File: config.mk
export PLATFORM = sky130hd
export DESIGN_NAME = tube_scan_ctrl
export DESIGN_NICKNAME = d
export VERILOG_FILES = /design/src/rtl/tube_scan_ctrl.sv
export SDC_FILE = /design/constraint.sdc
export NUM_CORES = 1
export LEC_CHECK = 0
export CAP_MARGIN = 10
export CORE_MARGIN = 2
export CORE_UTILIZATION = 59
export CTS_CLUSTER_SIZE = 40
export DETAILED_ROUTE_END_ITERATION = 8
export HOLD_SLACK_MARGIN = 0.08
export PLACE_DENSITY = 0.84
export SYNTH_ARGS = -nofsm -noshare
export SYNTH_HDL_FRONTEND = slang
export SYNTH_SLANG_ARGS = --single-unit
File: constraint.sdc
create_clock -name i_clk -period 3.9 [get_ports i_clk]
set_clock_uncertainty 0.2 [all_clocks]
set_input_delay 0.39 -clock i_clk [delete_from_list [all_inputs] [get_ports i_clk]]
set_output_delay 0.39 -clock i_clk [all_outputs]
set_load 0.02 [all_outputs]
File: src/rtl/tube_scan_ctrl.sv
// Four-digit multiplexed 7-segment scanner with per-digit increment and clear.
// Each digit is driven for DWELL cycles, optionally followed by BLANK all-off cycles.
module tube_scan_ctrl #(
  parameter int DWELL = 50000,
  parameter int BLANK = 500
) (
  input  logic        i_clk,
  input  logic        i_rst,
  input  logic [3:0]  i_add,
  input  logic        i_clr,
  output logic [6:0]  o_digitalTube,
  output logic [3:0]  o_sel,
  output logic        o_frame,
  output logic [15:0] o_val
);

  typedef enum logic {S_SHOW, S_BLANK} state_t;

  localparam logic [19:0] DWELL_LAST = 20'(DWELL - 1);
  localparam logic [19:0] BLANK_LAST = 20'((BLANK > 0) ? (BLANK - 1) : 0);
  localparam bit          HAS_BLANK  = (BLANK > 0);

  state_t      state, state_nxt;
  logic [1:0]  idx, idx_nxt;
  logic [19:0] cnt, cnt_nxt;
  logic [15:0] digits, digits_nxt;

  logic [3:0]  cur_digit;
  logic [6:0]  tube_nxt;
  logic [3:0]  sel_nxt;
  logic        frame_nxt;

  function automatic logic [6:0] hex_decode(input logic [3:0] v);
    logic [6:0] seg;
    case (v)
      4'h0: seg = 7'h3F;
      4'h1: seg = 7'h06;
      4'h2: seg = 7'h5B;
      4'h3: seg = 7'h4F;
      4'h4: seg = 7'h66;
      4'h5: seg = 7'h6D;
      4'h6: seg = 7'h7D;
      4'h7: seg = 7'h07;
      4'h8: seg = 7'h7F;
      4'h9: seg = 7'h6F;
      4'hA: seg = 7'h77;
      4'hB: seg = 7'h7C;
      4'hC: seg = 7'h39;
      4'hD: seg = 7'h5E;
      4'hE: seg = 7'h79;
      default: seg = 7'h71;
    endcase
    return seg;
  endfunction

  // Digit registers: clear wins over any simultaneous increments.
  always_comb begin
    digits_nxt = digits;
    if (i_clr) begin
      digits_nxt = 16'h0000;
    end else begin
      for (int k = 0; k < 4; k++) begin
        digits_nxt[4*k +: 4] = digits[4*k +: 4] + 4'(i_add[k]);
      end
    end
  end

  always_ff @(posedge i_clk or negedge i_rst) begin
    if (!i_rst) digits <= 16'h0000;
    else        digits <= digits_nxt;
  end

  // Scan FSM: timing depends only on the counter, never on the digit inputs.
  always_comb begin
    state_nxt = state;
    idx_nxt   = idx;
    cnt_nxt   = cnt + 20'd1;
    case (state)
      S_SHOW: begin
        if (cnt == DWELL_LAST) begin
          cnt_nxt = 20'd0;
          if (HAS_BLANK) state_nxt = S_BLANK;
          else           idx_nxt   = idx + 2'd1;
        end
      end
      S_BLANK: begin
        if (cnt == BLANK_LAST) begin
          cnt_nxt   = 20'd0;
          state_nxt = S_SHOW;
          idx_nxt   = idx + 2'd1;
        end
      end
      default: begin
        state_nxt = S_SHOW;
        cnt_nxt   = 20'd0;
      end
    endcase
  end

  always_ff @(posedge i_clk or negedge i_rst) begin
    if (!i_rst) begin
      state <= S_SHOW;
      idx   <= 2'd0;
      cnt   <= 20'd0;
    end else begin
      state <= state_nxt;
      idx   <= idx_nxt;
      cnt   <= cnt_nxt;
    end
  end

  always_comb begin
    case (idx)
      2'd0:    cur_digit = digits[3:0];
      2'd1:    cur_digit = digits[7:4];
      2'd2:    cur_digit = digits[11:8];
      default: cur_digit = digits[15:12];
    endcase
  end

  // Select and pattern come from the same snapshot, so they always switch together.
  always_comb begin
    sel_nxt   = 4'b0000;
    tube_nxt  = 7'h00;
    frame_nxt = 1'b0;
    if (state == S_SHOW) begin
      sel_nxt   = 4'b0001 << idx;
      tube_nxt  = hex_decode(cur_digit);
      frame_nxt = (idx == 2'd3) && (cnt == DWELL_LAST);
    end
  end

  always_ff @(posedge i_clk or negedge i_rst) begin
    if (!i_rst) begin
      o_digitalTube <= 7'h00;
      o_sel         <= 4'b0000;
      o_frame       <= 1'b0;
      o_val         <= 16'h0000;
    end else begin
      o_digitalTube <= tube_nxt;
      o_sel         <= sel_nxt;
      o_frame       <= frame_nxt;
      o_val         <= digits;
    end
  end

endmodule

==> flow_metrics.py <==
metrics = {
    "status": {
        "status": "complete, no violations",
    },
    "die": {
        "core_mm2": 0.00479,
        "rows": 25,
        "die_area_mm2": 0.00558,
        "io_pins": 35,
        "die_x_um": 74.7,
        "chipHeight_um": 74.7,
        "start_util_pct": 61.7,
    },
    "routing": {
        "vias": 1903,
        "dr.pass1.iters": 4,
        "drtIter0Drc": 204,
        "antenna_left": 0,
        "vias_per_cell": 5.32,
        "routed_wl_um": 5110,
        "drc": 0,
        "post_drt_wl_per_cell_um": 14.3,
    },
    "synth": {
        "syn_area_per_cell_um2": 12.1,
        "ys_warn_count": 0,
        "syn-num-nets": 270,
        "async_reset_ff_share_pct": 100,
        "yosysSeqAreaShare_pct": 56.8,
        "synth_top_area_share_pct": 56.8,
        "yosysMostFrequentCell": "dfrtp_1",
        "synth_cells": 243,
        "synth_common_cells": "dfrtp_1, nor2_1, ha_1, xnor2_1, nor2b_1",
        "synth_cell_types": 39,
        "yosysTopAreaCell": "dfrtp_1",
        "yosys_register_bits": 67,
        "synth_flop_cell": "dfrtp_1",
        "syn_area_mm2": 0.00295,
        "synth_edf_count": 0,
        "synthTopCellsByArea": "dfrtp_1, ha_1, xnor2_1",
    },
    "min_path": {
        "holdPathEnd": "o_val[4]",
        "min_from": "digits[4]",
        "min_path_type": "flop to flop",
        "min_delay_path_depth": 0,
    },
    "timing": {
        "fin_crit_sh_pct": 68.4,
        "hold_violations": 0,
        "tightest_slew_ns": 1.13,
        "relSlewSlack_pct": 24.8,
        "rsz0062_at_grt": "false",
        "fmax_mhz": 375,
        "setup_slack_ns": 1.23,
        "finalSetupTns_ns": 0,
        "period_needed_ns": 2.67,
        "setup_viol": 0,
        "drv_slew": 0,
    },
    "pwr": {
        "p_per_area_mw_per_mm2": 395,
        "cellLeakagePower_nw": 1.64,
        "irDropWorstVdd_mv": 0.248,
        "finalPower_mw": 1.41,
    },
    "setup_path": {
        "critPathRequiredTime_ns": 3.95,
        "r2r_end": "o_digitalTube[6]",
        "slowest_delay_ns": 0.90,
        "regToRegSetupSlack_ns": 1.23,
        "crit_top_cell": "a21oi_1",
        "reg2regPathDepth": 6,
        "worstPathCellList": "inv_1 -> ha_1 -> a222oi_1 -> a21oi_1 -> mux2_2 -> a21oi_1",
        "worst-path-max-fanout": 14,
        "path_class": "flop to flop",
        "worstReg2RegStart": "idx[0]",
        "cp.arrival_ns": 2.71,
        "end_kind": "flop",
        "start_kind": "flop",
        "cpMaxStageDelayCell": "a21oi_1",
    },
    "clocking": {
        "cts_max_level": 3,
        "clk_pin_slew_worst_paths_ns": 0.07,
        "clock_latency_ns": 0.33,
        "clk_root_buffer_cell": "clkbuf_8",
        "post-cts-setup-buffer-count": 0,
        "cts_tree": "built",
        "clock_path_buffers": 2,
        "cts.sinks": 67,
        "cts-buffers-inserted": 9,
    },
    "place": {
        "dpl.hpwl_um": 3590,
        "pre_cts_ws_ns": 1.26,
        "dpl_cell_area_mm2": 0.00335,
        "io_buffers": 34,
        "gp_congestion": 0.873,
    },
    "final_layout": {
        "final_area_mm2": 0.00356,
        "layout-drive-gt1-share_pct": 9.62,
        "synthToLayoutAreaGrowth_pct": 20.6,
        "fin_nets": 313,
        "antenna_cells": 0,
    },
    "global_route": {
        "grt_first_pass_wirelength_um": 8680,
        "grt_usage_pct": 21.2,
        "antenna_found_initial": 0,
        "grt_max_degree": 50,
        "grt_overflow": 0,
        "grt_pass1_vias": 1874,
    },
    "flow_run": {
        "drv_cap": 0,
    },
}
==> placed cells by master, fill, tap and decap left out, types with 2 or more instances in the layout <==
cell type | synthesis | final
a21oi_1 | 9 | 9
a222oi_1 | 4 | 4
and3_1 | 3 | 3
clkbuf_8 | 0 | 10
clkdlybuf4s50_1 | 0 | 33
clkinv_2 | 0 | 3
dfrtp_1 | 67 | 67
ha_1 | 20 | 20
inv_1 | 10 | 10
mux2_2 | 4 | 4
mux2i_1 | 4 | 4
nand2_1 | 6 | 6
nand3_1 | 10 | 10
nand4_1 | 4 | 4
nor2_1 | 25 | 25
nor2b_1 | 17 | 17
nor3_1 | 4 | 4
nor4_1 | 3 | 3
nor4b_1 | 2 | 2
o31ai_1 | 3 | 3
xnor2_1 | 18 | 18
xor2_1 | 9 | 9
==> what timing repair did <==
| item | 4_1_cts | 5_1_grt |
|---|---|---|
| endpoints found under the hold margin | 40 | 0 |
| gates resized for setup | 0 | 0 |
| hold buffers | 1 | 0 |
==> worst max-delay path: cells and delay by family (launching register included) <==
kind,cells,cell delay [ns]
flops,1,0.41
compound gates,3,1.17
mux,1,0.42
fa+ha+maj,1,0.24
buf+inv,1,0.14
==> per-layer routing <==
layer	wire (um)	vias up	global-route usage [%]
li1	-	928	-
met1	2460	930	30.3
met2	2380	40	31.3
met3	201	5	4.82
met4	65	0	9.52
met5	0	-	0
==> report_power, final <==
| part | switching (mW) | internal, mW | leakage, nW |
|---|---|---|---|
| Clock | 0.240 | 0.309 | 0.0991 |
| Combinational | 0.0662 | 0.0562 | 0.658 |
| Sequential | 0.0146 | 0.719 | 0.879 |
| Total | 0.321 | 1.08 | 1.64 |
==> metrics by stage <==
stage	utilization [%]	cells	hold WS, ns
after floorplan	-	243	-0.106
after global routing	74.4	358	0.240
after CTS	74.4	358	0.230
after detailed placement	70.1	341	0.216
after global placement	70.1	341	0.209
final	74.4	358	0.231
==> worst max-delay path by stage <==
stage	end	cells past startpoint	startpoint
floorplan	o_digitalTube[5]	8	idx[0]
global placement	o_digitalTube[6]	6	idx[0]
detailed placement	o_digitalTube[6]	6	idx[0]
CTS	o_digitalTube[6]	6	idx[0]
global route	o_digitalTube[6]	6	idx[0]
finish	o_digitalTube[6]	6	idx[0]
==> cells by family after synthesis <==
family	count (synthesis)	synth area share (%)
XOR/XNOR	27	8.01
multiplexers	9	3.26
buffers and inverters	14	2.08
adder cells (fa/ha/maj)	20	8.48
flip-flops	67	56.8
AND/OR/NAND/NOR	84	15.7
AO/OA/AOI/OAI	22	5.64
==> flip-flops by register name, summed over array words and instances, names as in the netlist <==
signal / flops
o_sel: 4
state: 1
cnt: 20
digits: 16
o_digitalTube: 7
idx: 2
o_frame: 1
o_val: 16
==> final cells by class <==
class	count	area, um^2
repair buffers	36	353
well taps	67	83.8
fillers	327	1230
clock buffers	11	141
inverters	10	37.5
clock inverters	5	52.6
flip-flops and latches	67	1680
multi-input cells	162	1210
No activity file was read; power rests on OpenSTA's default activity.
